<file path="src/rtl/ucsbece154b_fetch_buffer_if.sv">
// Instruction-memory request/response bus between the fetch buffer (master)
// and instruction memory (slave). Signal suffixes are from the fetch buffer's side.
interface ucsbece154b_fetch_buffer_if;
  logic        ImemReqValid_o;
  logic        ImemReqReady_i;
  logic [31:0] ImemAddr_o;
  logic        ImemRespValid_i;
  logic [31:0] ImemRespData_i;

  modport master (
    output ImemReqValid_o,
    output ImemAddr_o,
    input  ImemReqReady_i,
    input  ImemRespValid_i,
    input  ImemRespData_i
  );

  modport slave (
    input  ImemReqValid_o,
    input  ImemAddr_o,
    output ImemReqReady_i,
    output ImemRespValid_i,
    output ImemRespData_i
  );
endinterface

</file>
<file path="src/rtl/ucsbece154b_fetch_buffer.sv">
// Fetch front end: in-order requests to a variable-latency imem, responses
// buffered with their PCs in a DEPTH-entry FIFO, flushed on EX redirect.
module ucsbece154b_fetch_buffer #(
  parameter int unsigned DEPTH     = 4,
  parameter logic [31:0] PC_START  = 32'h00010000,
  parameter logic [31:0] NOP_INSTR = 32'h00000013
) (
  input  logic        clk,
  input  logic        reset,
  input  logic        PCSrcE_i,
  input  logic [31:0] PCTargetE_i,
  input  logic        StallF_i,
  output logic [31:0] InstrF_o,
  output logic [31:0] PCF_o,
  output logic [31:0] PCPlus4F_o,
  output logic        ValidF_o,
  ucsbece154b_fetch_buffer_if.master imem
);

  localparam int unsigned AW = $clog2(DEPTH);
  localparam logic [AW+1:0] DEPTH_W = (AW+2)'(DEPTH);

  logic [31:0] pc_q, pc_d;
  logic [AW-1:0] wptr_q, wptr_d, rptr_q, rptr_d;
  logic [AW-1:0] iw_q, iw_d, ir_q, ir_d;
  logic [AW:0] cnt_q, cnt_d, ocnt_q, ocnt_d, dcnt_q, dcnt_d;

  logic [31:0] finstr_q [DEPTH];
  logic [31:0] fpc_q    [DEPTH];
  logic [31:0] ipc_q    [DEPTH];

  logic [AW+1:0] occupancy;
  logic req_valid, hs, resp, drop, push, pop;

  assign occupancy = {1'b0, cnt_q} + {1'b0, ocnt_q};
  assign req_valid = !reset && !PCSrcE_i && (occupancy < DEPTH_W);
  assign hs        = req_valid && imem.ImemReqReady_i;
  // Responses with nothing in flight are spurious and ignored entirely.
  assign resp      = imem.ImemRespValid_i && (ocnt_q != '0);
  assign drop      = resp && (dcnt_q != '0);
  assign push      = resp && (dcnt_q == '0) && !PCSrcE_i;
  assign pop       = ValidF_o && !StallF_i && !PCSrcE_i;

  assign imem.ImemReqValid_o = req_valid;
  assign imem.ImemAddr_o     = pc_q;

  assign ValidF_o   = (cnt_q != '0);
  assign InstrF_o   = ValidF_o ? finstr_q[rptr_q] : NOP_INSTR;
  assign PCF_o      = ValidF_o ? fpc_q[rptr_q] : '0;
  assign PCPlus4F_o = ValidF_o ? fpc_q[rptr_q] + 32'd4 : '0;

  always_comb begin
    pc_d   = pc_q;
    wptr_d = wptr_q;
    rptr_d = rptr_q;
    cnt_d  = cnt_q;
    dcnt_d = dcnt_q;
    iw_d   = hs   ? iw_q + AW'(1) : iw_q;
    ir_d   = resp ? ir_q + AW'(1) : ir_q;
    ocnt_d = ocnt_q + (AW+1)'(hs) - (AW+1)'(resp);
    if (PCSrcE_i) begin
      // Everything still in flight (minus a response consumed right now) is stale.
      pc_d   = PCTargetE_i & ~32'h3;
      rptr_d = wptr_q;
      cnt_d  = '0;
      dcnt_d = ocnt_q - (AW+1)'(resp);
    end else begin
      if (hs) pc_d = pc_q + 32'd4;
      if (push) wptr_d = wptr_q + AW'(1);
      if (pop) rptr_d = rptr_q + AW'(1);
      cnt_d  = cnt_q + (AW+1)'(push) - (AW+1)'(pop);
      dcnt_d = dcnt_q - (AW+1)'(drop);
    end
  end

  always_ff @(posedge clk or posedge reset) begin
    if (reset) begin
      pc_q   <= PC_START;
      wptr_q <= '0;
      rptr_q <= '0;
      iw_q   <= '0;
      ir_q   <= '0;
      cnt_q  <= '0;
      ocnt_q <= '0;
      dcnt_q <= '0;
    end else begin
      pc_q   <= pc_d;
      wptr_q <= wptr_d;
      rptr_q <= rptr_d;
      iw_q   <= iw_d;
      ir_q   <= ir_d;
      cnt_q  <= cnt_d;
      ocnt_q <= ocnt_d;
      dcnt_q <= dcnt_d;
    end
  end

  // Storage needs no reset: contents are only observed through valid counts.
  always_ff @(posedge clk) begin
    if (hs) ipc_q[iw_q] <= pc_q;
    if (push) begin
      finstr_q[wptr_q] <= imem.ImemRespData_i;
      fpc_q[wptr_q]    <= ipc_q[ir_q];
    end
  end

endmodule

</file>
<file path="src/flat_wrapper.sv">
// flat-port wrapper written by rule: the top's interface ports become plain ports
module ucsbece154b_fetch_buffer_flat 
#(
  parameter int unsigned DEPTH     = 4,
  parameter logic [31:0] PC_START  = 32'h00010000,
  parameter logic [31:0] NOP_INSTR = 32'h00000013
)
  (clk, reset, PCSrcE_i, PCTargetE_i, StallF_i, InstrF_o, PCF_o, PCPlus4F_o, ValidF_o, imem_ImemReqValid_o, imem_ImemAddr_o, imem_ImemReqReady_i, imem_ImemRespValid_i, imem_ImemRespData_i);
  ucsbece154b_fetch_buffer_if imem_i ();
  input  logic clk;
  input  logic reset;
  input  logic PCSrcE_i;
  input  logic [31:0] PCTargetE_i;
  input  logic StallF_i;
  output logic [31:0] InstrF_o;
  output logic [31:0] PCF_o;
  output logic [31:0] PCPlus4F_o;
  output logic ValidF_o;
  output wire logic [$bits(imem_i.ImemReqValid_o)-1:0] imem_ImemReqValid_o;
  output wire logic [$bits(imem_i.ImemAddr_o)-1:0] imem_ImemAddr_o;
  input wire logic [$bits(imem_i.ImemReqReady_i)-1:0] imem_ImemReqReady_i;
  input wire logic [$bits(imem_i.ImemRespValid_i)-1:0] imem_ImemRespValid_i;
  input wire logic [$bits(imem_i.ImemRespData_i)-1:0] imem_ImemRespData_i;
  assign imem_ImemReqValid_o = imem_i.ImemReqValid_o;
  assign imem_ImemAddr_o = imem_i.ImemAddr_o;
  assign imem_i.ImemReqReady_i = imem_ImemReqReady_i;
  assign imem_i.ImemRespValid_i = imem_ImemRespValid_i;
  assign imem_i.ImemRespData_i = imem_ImemRespData_i;
  ucsbece154b_fetch_buffer #(.DEPTH(DEPTH), .PC_START(PC_START), .NOP_INSTR(NOP_INSTR)) u_core (.clk(clk), .reset(reset), .PCSrcE_i(PCSrcE_i), .PCTargetE_i(PCTargetE_i), .StallF_i(StallF_i), .InstrF_o(InstrF_o), .PCF_o(PCF_o), .PCPlus4F_o(PCPlus4F_o), .ValidF_o(ValidF_o), .imem(imem_i));
endmodule
</file>
<file path="config.mk">
export PLATFORM = sky130hd
export DESIGN_NAME = ucsbece154b_fetch_buffer_flat
export DESIGN_NICKNAME = d
export VERILOG_FILES = /design/src/rtl/ucsbece154b_fetch_buffer_if.sv /design/src/rtl/ucsbece154b_fetch_buffer.sv /design/src/flat_wrapper.sv
export SDC_FILE = /design/constraint.sdc
export NUM_CORES = 1
export LEC_CHECK = 0
export ABC_CLOCK_PERIOD_IN_PS = 4320
export BUFFER_PORTS_ARGS = -buffer_cell sky130_fd_sc_hd__buf_2
export CAP_MARGIN = 40
export CORE_MARGIN = 5
export CORE_UTILIZATION = 45
export CTS_CLUSTER_SIZE = 14
export DETAILED_ROUTE_END_ITERATION = 10
export PLACE_DENSITY_LB_ADDON = 0.25
export SYNTH_ARGS = -nofsm -noshare
export SYNTH_HDL_FRONTEND = slang
export SYNTH_SLANG_ARGS = --single-unit
</file>
<file path="constraint.sdc">
create_clock -name clk -period 4.32 [get_ports clk]
set_clock_uncertainty 0.15 [all_clocks]
set_input_delay 0.216 -clock clk [delete_from_list [all_inputs] [get_ports clk]]
set_output_delay 0.216 -clock clk [all_outputs]
set_load 0.05 [all_outputs]
</file>
==> impl_metrics.yaml, run 1 <==
outcome:
  status: "finished clean"
cells_and_area:
  finalNonFillerCells: 1827
  area_growth_pct: 21.3
  nets: 1380
  drive_above_1_share: 0.296
  stdcell_area_mm2: 0.0210
  antenna_cells: 0
  n_fill_cell: 2994
sta:
  max_freq_mhz: 248
  slew_viol_final: 0
  setup_viol: 0
  rsz0062_at_grt: "false"
  worstMarginPinSlew_ns: 0.784
  layout_setup_ws_ns: 0.295
  fin_crit_sh: 0.932
  tns_ns: 0
  timing_hold_violations_final: 0
  relSlewSlack: 0.478
  min_period_ns: 4.03
setup_path:
  critical_path_class: "register to output pin"
  crit_path_start: "u_core.rptr_q[0]"
  crit_chain: "buf_4, mux4_1, nand4_1, or4_4, or4_1, a21oi_1, buf_2"
  critPathCaptureType: "output pin"
  crit_fanout: 17
  rr_startpoint: "u_core.cnt_q[2]"
  slowest_delay_ns: 0.60
  slowest_stage: "dfrtp_4"
  r2r_setup_slack_ns: 1.15
  worst-endpoint-required_ns: 3.95
  start_kind: "register"
  crit_arrival_ns: 3.66
clock_tree:
  cts_tree: "done"
  cts_resized: 0
  htreeDepth: 2
  clk_path_buf_depth: 3
  cts.clk_slew.worst_paths_ns: 0.05
  clk_latency_ns: 0.53
  clock-root-buffer: "clkbuf_16"
  clock-sinks: 415
  cts_buffers: 43
routing:
  routed-via-count: 9819
  routed_wl_um: 36800
  drc: 0
  routedWlPerCell_um: 20.1
  drtAntennaViolNets: 0
  viasPerCell: 5.37
  dr.pass1.iters: 5
  drtIter0Drc: 723
synth:
  post-synth-top-count-cell: "edfxtp_1"
  netlist_top_cells_count: "edfxtp_1, mux4_2, and2_1, nand2_1, dfrtp_1"
  synthCells: 995
  syn_area_mm2: 0.0173
  yosysTopAreaCell: "edfxtp_1"
  synth_edf_count: 368
  synth_cell_types: 52
  async_flop_share: 0.113
  avgSynthCellArea_um2: 17.4
  ys_ff_latch: 415
  synth_top_flop_cell: "edfxtp_1"
  synthTopCellsByArea: "edfxtp_1, mux4_2, dfrtp_1, and2_1, mux4_1"
  synth_top_area_frac: 0.638
  ys_seq_area_frac: 0.706
  ys_warn_count: 0
grt:
  grt_max_degree: 57
  grt-ovfl-total: 0
  grt_pass1_vias: 9805
  grt_antenna_before_repair: 1
  grt_pass1_wl_um: 56800
  grt_usage: 0.172
place:
  place_area_mm2: 0.0190
  gp_congestion: 0.808
  place_ws_ns: 0.512
  numPortBuffers: 191
  hpwl_um: 23800
  dp.cells: 1680
run:
  cap_viol_max_count: 0
power_and_ir_drop:
  total_leakage_power_nw: 7.60
  ir_worst_vdd_v: 0.000273
  power_density_mw_per_mm2: 646
  fin_total_pwr_mw: 13.6
hold_path:
  hp-class: "input pin to async pin"
floorplanning:
  rows: 71
  ios: 200
  dieArea_mm2: 0.0425
  die_w_um: 206
  core_area_mm2: 0.0378
  die_h_um: 206
  start_util: 0.458
[sequential cells by signal, summed over array words and instances, names as in the netlist]
register                count
u_core.cnt_q                3
u_core.dcnt_q               3
u_core.finstr_q           128
u_core.fpc_q              120
u_core.imem.ImemAddr_o     30
u_core.ipc_q              120
u_core.ir_q                 2
u_core.iw_q                 2
u_core.ocnt_q               3
u_core.rptr_q               2
u_core.wptr_q               2
[worst max-delay path: cells and delay by family, from the launching register on]
kind,cells,cell delay (ns)
simple gates,3,1.26
buf+inv,2,0.68
flops,1,0.60
mux,1,0.40
compound gates,1,0.17
[cells in the final DEF (no fill, tap or decap), types with 16 or more instances in the layout]
| master | n |
|---|---|
| edfxtp_1 | 368 |
| buf_2 | 192 |
| mux4_2 | 79 |
| dlygate4sd3_1 | 69 |
| and2_1 | 62 |
| nand2_1 | 55 |
| clkbuf_16 | 45 |
| dfrtp_1 | 42 |
| o21ai_0 | 32 |
| buf_4 | 30 |
| nor2_1 | 29 |
| inv_1 | 28 |
| nand3_1 | 22 |
| a21oi_1 | 20 |
| ha_1 | 20 |
| nor3_1 | 16 |
[worst paths after layout]
path	end	cells after the start
worst max-delay path	PCPlus4F_o[30]	7
worst min-delay path	u_core.rptr_q[0]	3
worst max register to register	u_core.imem.ImemAddr_o[6]	10
worst min register to register	u_core.rptr_q[1]	2
max in group asynchronous	u_core.imem.ImemAddr_o[16]	4
min in group clk	u_core.imem.ImemAddr_o[2]	5
[cell type report]
type                    count  area [um^2]  area share
clock buffers              56         1180      0.0560
clock inverters            17         97.6     0.00464
inverters                  29          109     0.00518
multi-input cells         500         4740       0.225
flip-flops and latches    415        12200       0.582
well taps                 511          639      0.0304
repair buffers            299         2030      0.0964
[logic make-up after synthesis]
group / share of synthesized area
AOI/OAI and AO/OA: 0.0342
xor gates and xnor gates: 0.0131
adders and majority gates: 0.0168
buffers and inverters: 0.0227
DFF: 0.706
muxes: 0.129
other: 0.000216
and+or+nand+nor: 0.0787
[per-stage QoR]
stage	hold WS, ns	utilization
2_1_floorplan	0.165	-
3_3_place_gp	0.270	0.501
3_5_place_dp	0.0706	0.502
4_1_cts	0.0441	0.555
5_1_grt	0.0797	0.555
6_report	0.0615	0.555
[per-layer routing]
layer / share of wire / up-vias / GRT usage
met5: 0 / - / 0
met4: 0.012 / 0 / 0.0340
met3: 0.065 / 33 / 0.0298
met2: 0.46 / 339 / 0.267
met1: 0.46 / 4948 / 0.261
li1: - / 4499 / -
[report_power, final]
group          switching [mW]  internal, mW  total (mW)
clock network            1.42          1.92        3.34
logic                    3.35          1.65        5.00
registers               0.383          4.86        5.24
total                    5.16          8.43        13.6
[timing repair]
item	in CTS	in global routing
endpoints found under the setup margin	5	5
buffers inserted	4	1
hold buffers	69	0
endpoints found under the hold margin	213	0
gates cloned	0	0
pin swaps	1	0
Power figures use the tool's default switching activity.
==> run 2, diff against run 1 <==
--- a/config.mk
+++ b/config.mk
@@ -8,10 +8,12 @@
 export ABC_CLOCK_PERIOD_IN_PS = 4320
 export BUFFER_PORTS_ARGS = -buffer_cell sky130_fd_sc_hd__buf_2
 export CAP_MARGIN = 40
+export CORE_ASPECT_RATIO = 0.6
 export CORE_MARGIN = 5
 export CORE_UTILIZATION = 45
 export CTS_CLUSTER_SIZE = 14
 export DETAILED_ROUTE_END_ITERATION = 10
+export GPL_TIMING_DRIVEN = 0
 export PLACE_DENSITY_LB_ADDON = 0.25
 export SYNTH_ARGS = -nofsm -noshare
 export SYNTH_HDL_FRONTEND = slang
==> impl_metrics.yaml, run 2 (synthesis results as in run 1) <==
setup_path:
  crit_top_cell: "buf_2"
  slowest_delay_ns: 0.47
  critPathCaptureType: "output pin"
  start_kind: "register"
  crit_chain: "buf_6, buf_12, mux4_1, ha_1, and4_1, buf_2, nand4_1, buf_2, or4_1, a21oi_1, clkbuf_4"
  critPathTopFamily: "buffers and inverters"
  crit_arrival_ns: 3.75
  crit_fanout: 10
  critical_path_class: "register to output pin"
  crit_buf_inv: 5
  worst-endpoint-required_ns: 3.95
  slowest_stage: "or4_1"
place:
  gp_congestion: 0.846
  dp.cells: 1721
  place_ws_ns: 0.584
  numPortBuffers: 190
  hpwl_um: 27600
floorplanning:
  ios: 200
  rows: 55
  die_w_um: 263
  start_util: 0.458
  dieArea_mm2: 0.0427
  core_area_mm2: 0.0378
  die_h_um: 162
grt:
  grt_pass1_vias: 10500
  grt_usage: 0.190
  grt_max_degree: 54
  grt_pass1_wl_um: 63200
  grt-ovfl-total: 0
  grt_antenna_before_repair: 1
power_and_ir_drop:
  comb_power_share: 0.389
  seq_power_share: 0.366
  p_clk_frac: 0.244
  switchingPower_mw: 5.32
  total_leakage_power_nw: 7.62
  ir_worst_vdd_v: 0.000263
  swShare: 0.384
  cell_internal_pwr_mw: 8.56
  power_density_mw_per_mm2: 657
run:
  cap_viol_max_count: 0
sta:
  rsz0062_at_grt: "false"
  fin_crit_sh: 0.954
  tns_ns: 0
  relSlewSlack: 0.433
  timing_hold_violations_final: 0
  worstMarginPinSlew_ns: 0.850
  min_period_ns: 4.12
  layout_setup_ws_ns: 0.199
  hold_slack_ns: 0.0727
  max_freq_mhz: 243
  slew_viol_final: 0
  setup_viol: 0
routing:
  dr.pass1.iters: 5
  routed_wl_um: 40900
  viasPerCell: 5.45
  routedWlPerCell_um: 22.0
  drtAntennaViolNets: 0
  drtIter0Drc: 875
  drc: 0
  routed-via-count: 10100
cells_and_area:
  final_cell_mix: "edfxtp_1, buf_2, mux4_2"
  n_fill_cell: 3007
  drive_above_1_share: 0.285
  largest_reg_flops: 128
  final_common_cell: "edfxtp_1"
  finalNonFillerCells: 1856
  area_growth_pct: 21.8
  nets: 1406
  largestRegisters: "u_core.finstr_q x128, u_core.fpc_q x120, u_core.ipc_q x120"
  largest-register: "u_core.finstr_q"
clock_tree:
  cts.clk_slew.worst_paths_ns: 0.07
  clock-root-buffer: "clkbuf_16"
  cts_setup_buffers: 0
  htreeDepth: 2
  clk_latency_ns: 0.54
  clk_path_buf_depth: 3
  clock-sinks: 415
  cts_buffers: 39
  cts_tree: "done"
hold_path:
  hp-class: "input pin to async pin"
outcome:
  status: "finished clean"
[run 2: worst min-delay path, stage by stage]
cell and delay, ns:
dlygate4sd3_1 0.53, buf_2 0.13, inv_2 0.31
[run 2: power groups by stage]
stage          Sequential [mW]  Clock (mW)  Combinational (mW)
6_report                  5.08        3.39                5.41
5_1_grt                   5.11        3.65                5.79
4_1_cts                   5.08        3.47                5.47
3_5_place_dp              5.16           0                5.41
3_3_place_gp              5.16           0                5.27
2_1_floorplan             5.23           0                3.77
[run 2: stage by stage]
step           power [mW]  cell area (um^2)  utilization
4_1_cts              14.0             21100        0.558
3_5_place_dp         10.6             19200        0.508
6_report             13.9             21100        0.558
2_1_floorplan        9.00             17300            -
3_3_place_gp         10.4             18900        0.500
5_1_grt              14.6             21100        0.558
[run 2: worst paths after layout]
| check | slack [ns] | start | cells past startpoint | to |
|---|---|---|---|---|
| max | 0.20 | u_core.rptr_q[0] | 11 | PCPlus4F_o[30] |
| min | 0.07 | reset | 3 | u_core.cnt_q[0] |
| max reg2reg | 0.58 | u_core.ocnt_q[2] | 7 | u_core.ipc_q[3][27] |
| min reg2reg | 0.43 | u_core.wptr_q[1] | 2 | u_core.rptr_q[1] |
| max in group asynchronous | 3.35 | reset | 4 | u_core.imem.ImemAddr_o[16] |
| min in group clk | 0.19 | PCSrcE_i | 4 | u_core.imem.ImemAddr_o[24] |
[run 2: layout make-up]
cell class,instances,area (um^2),share of cell area
Timing Repair Buffer,273,1860,0.0880
Inverter,29,109,0.00516
Sequential cell,415,12200,0.579
Antenna cell,1,2.50,0.000119
Buffer,56,285,0.0135
Multi-Input combinational cell,500,4740,0.225
Tap cell,513,642,0.0304
Clock inverter,15,174,0.00824
Clock buffer,54,1070,0.0509
[run 2: what timing repair did]
action | CTS | global route
hold buffers | 65 | 0
hold endpoints to repair | 206 | 0
resized for setup | 0 | 4
setup endpoints to repair | 0 | 6
[run 2: layer usage]
layer,routed length (um),GRT usage,up-vias
li1,-,-,4575
met1,19400,0.294,5184
met2,18300,0.290,317
met3,2650,0.0354,47
met4,509,0.0331,0
met5,0,0,-
==> run 3, diff against run 2 <==
--- a/config.mk
+++ b/config.mk
@@ -5,12 +5,13 @@
 export SDC_FILE = /design/constraint.sdc
 export NUM_CORES = 1
 export LEC_CHECK = 0
-export ABC_CLOCK_PERIOD_IN_PS = 4320
+export ABC_AREA = 1
+export ABC_CLOCK_PERIOD_IN_PS = 5150
 export BUFFER_PORTS_ARGS = -buffer_cell sky130_fd_sc_hd__buf_2
 export CAP_MARGIN = 40
 export CORE_ASPECT_RATIO = 0.6
 export CORE_MARGIN = 5
-export CORE_UTILIZATION = 45
+export CORE_UTILIZATION = 57
 export CTS_CLUSTER_SIZE = 14
 export DETAILED_ROUTE_END_ITERATION = 10
 export GPL_TIMING_DRIVEN = 0
==> constraint.sdc (replaced) <==
create_clock -name clk -period 5.15 [get_ports clk]
set_clock_uncertainty 0.15 [all_clocks]
set_input_delay 0.2575 -clock clk [delete_from_list [all_inputs] [get_ports clk]]
set_output_delay 0.2575 -clock clk [all_outputs]
set_load 0.05 [all_outputs]
==> impl_metrics.yaml, run 3 <==
outcome:
  status: "finished clean"
grt:
  grt-ovfl-total: 0
  grt_max_degree: 36
  grt_antenna_before_repair: 0
  grt_pass1_wl_um: 81300
  grt_usage: 0.286
  grt_pass1_vias: 14300
routing:
  drc: 0
  drtIter0Drc: 1959
  viasPerCell: 5.76
  routed-via-count: 15000
  routed_wl_um: 53300
  dr.pass1.iters: 6
  drtAntennaViolNets: 0
  routedWlPerCell_um: 20.5
setup_path:
  critical_path_class: "register to output pin"
  critPathCaptureType: "output pin"
  worst-endpoint-required_ns: 4.74
  r2r_cells: 8
  crit_fanout: 10
  crit_arrival_ns: 3.63
  r2r_setup_slack_ns: 2.09
  r2r-end: "u_core.cnt_q[1]"
  rr_startpoint: "u_core.ocnt_q[1]"
  start_kind: "register"
clock_tree:
  cts_resized: 0
  htreeDepth: 2
  clock-root-buffer: "clkbuf_16"
  clk_latency_ns: 0.53
  clk_path_buf_depth: 3
  clock-sinks: 415
  cts_tree: "done"
  cts_buffers: 39
  cts.clk_slew.worst_paths_ns: 0.06
place:
  numPortBuffers: 190
  gp_congestion: 0.936
  hpwl_um: 37200
  place_ws_ns: 1.73
  dp.cells: 2469
  place_area_mm2: 0.0207
synth:
  avgSynthCellArea_um2: 10.3
  syn_area_mm2: 0.0188
  netlist_top_cells_count: "nand2_1, edfxtp_1, nor2_1, o21ai_0, nand3_1"
  synth_edf_count: 368
  synthTopCellsByArea: "edfxtp_1, nand2_1, nor2_1, dfrtp_1, o21ai_0"
  synth_cell_types: 42
  async_flop_share: 0.113
  post-synth-top-count-cell: "nand2_1"
  ys_warn_count: 0
  ys_seq_area_frac: 0.650
  synth_top_flop_cell: "edfxtp_1"
  ys_ff_latch: 415
  yosysTopAreaCell: "edfxtp_1"
  synthCells: 1834
  synth_top_area_frac: 0.587
power_and_ir_drop:
  power_density_mw_per_mm2: 626
  ir_worst_vdd_v: 0.000417
  seq_power_share: 0.312
  p_clk_frac: 0.188
  comb_power_share: 0.500
  swShare: 0.485
  switchingPower_mw: 6.83
  total_leakage_power_nw: 8.95
  cell_internal_pwr_mw: 7.24
sta:
  min_period_ns: 4.04
  relSlewSlack: 0.461
  rsz0062_at_grt: "false"
  worstMarginPinSlew_ns: 0.808
  setup_viol: 0
  slew_viol_final: 0
  max_freq_mhz: 247
  fin_crit_sh: 0.785
  timing_hold_violations_final: 0
  layout_setup_ws_ns: 1.11
  tns_ns: 0
floorplanning:
  dieArea_mm2: 0.0369
  ios: 200
  die_w_um: 245
  start_util: 0.579
  rows: 51
  core_area_mm2: 0.0325
  die_h_um: 151
cells_and_area:
  final_common_cell: "nand2_1"
  nets: 2242
  largest_reg_flops: 128
  largestRegisters: "u_core.finstr_q x128, u_core.fpc_q x120, u_core.ipc_q x120"
  stdcell_area_mm2: 0.0225
  area_growth_pct: 19.4
  largest-register: "u_core.finstr_q"
  finalNonFillerCells: 2602
  n_fill_cell: 2339
  final_cell_mix: "nand2_1, edfxtp_1, nor2_1"
  drive_above_1_share: 0.155
hold_path:
  min_to: "u_core.iw_q[0]"
  worstHoldStart: "imem_ImemReqReady_i"
  whs_path_depth: 3
  hp-class: "input pin to register"
run:
  cap_viol_max_count: 0
[run 3: logic make-up after synthesis]
| family | after synthesis | share of synthesized area |
|---|---|---|
| AO/OA/AOI/OAI | 245 | 0.0712 |
| flip-flops | 415 | 0.650 |
| other | 1 | 0.000199 |
| multiplexers | 1 | 0.000532 |
| buffers and inverters | 182 | 0.0448 |
| XOR/XNOR | 37 | 0.0172 |
| adder cells (fa/ha/maj) | 22 | 0.0154 |
| AND/OR/NAND/NOR | 931 | 0.201 |
[run 3: worst max-delay path, stage by stage, from the launching register on]
cell and delay (ns):
dfrtp_1 0.41, buf_2 0.19, inv_2 0.15, buf_4 0.21, buf_4 0.25, o211ai_1 0.12, nand2_1 0.21, ha_1 0.26
nand3_2 0.12, nor2_4 0.13, nand2_2 0.13, nor2_1 0.28, o21ai_0 0.12, nor2_1 0.22, buf_2 0.31
[run 3: worst max-delay path by stage]
stage | start | depth (start not counted) | slack, ns | endpoint
final | u_core.rptr_q[1] | 14 | 1.11 | PCPlus4F_o[16]
after global routing | u_core.rptr_q[1] | 14 | 1.0 | PCPlus4F_o[16]
after detailed placement | u_core.rptr_q[1] | 14 | 1.73 | PCPlus4F_o[16]
after global placement | u_core.ocnt_q[1] | 4 | -1.32 | u_core.finstr_q[0][10]
after floorplan | u_core.ocnt_q[1] | 4 | 1.05 | u_core.finstr_q[0][0]
after CTS | u_core.rptr_q[1] | 14 | 1.17 | PCPlus4F_o[16]
[run 3: timing repair]
action | in CTS | in global routing
hold buffers | 64 | 0
endpoints found under the hold margin | 207 | 0
endpoints found under the setup margin | 0 | 0
setup buffers | 0 | 0
[run 3: layout make-up]
class / instances / area, um^2 / share of cell area
Clock inverter: 12 / 58.8 / 0.00262
Timing Repair Buffer: 270 / 1910 / 0.0848
Clock buffer: 56 / 1080 / 0.0482
Buffer: 92 / 498 / 0.0222
Inverter: 90 / 345 / 0.0154
Tap cell: 424 / 531 / 0.0236
Multi-Input combinational cell: 1242 / 5820 / 0.259
Sequential cell: 415 / 12200 / 0.544
Antenna cell: 1 / 2.50 / 0.000111
[run 3: routing by layer]
metal,up-vias,wire length (um),share of wire,GRT usage
met2,961,23300,0.44,0.429
met4,0,800,0.015,0.0552
met3,90,7170,0.13,0.0763
met5,-,0,0,0
li1,6856,-,-,-
met1,7075,22100,0.41,0.432
[run 3: through the flow]
step            util  power (mW)  hold WS (ns)
6_report       0.692        14.1        0.0520
4_1_cts        0.692        14.0        0.0156
3_3_place_gp   0.625        11.1         0.319
3_5_place_dp   0.637        11.3         0.107
2_1_floorplan      -        9.14         0.206
5_1_grt        0.692        14.8        0.0575
[run 3: power by group through the flow]
stage          logic [mW]  registers (mW)  clock network (mW)
4_1_cts              6.93            4.38                2.67
5_1_grt              7.54            4.41                2.82
3_3_place_gp         6.67            4.45                   0
3_5_place_dp         6.87            4.44                   0
6_report             7.03            4.38                2.65
2_1_floorplan        4.63            4.51                   0
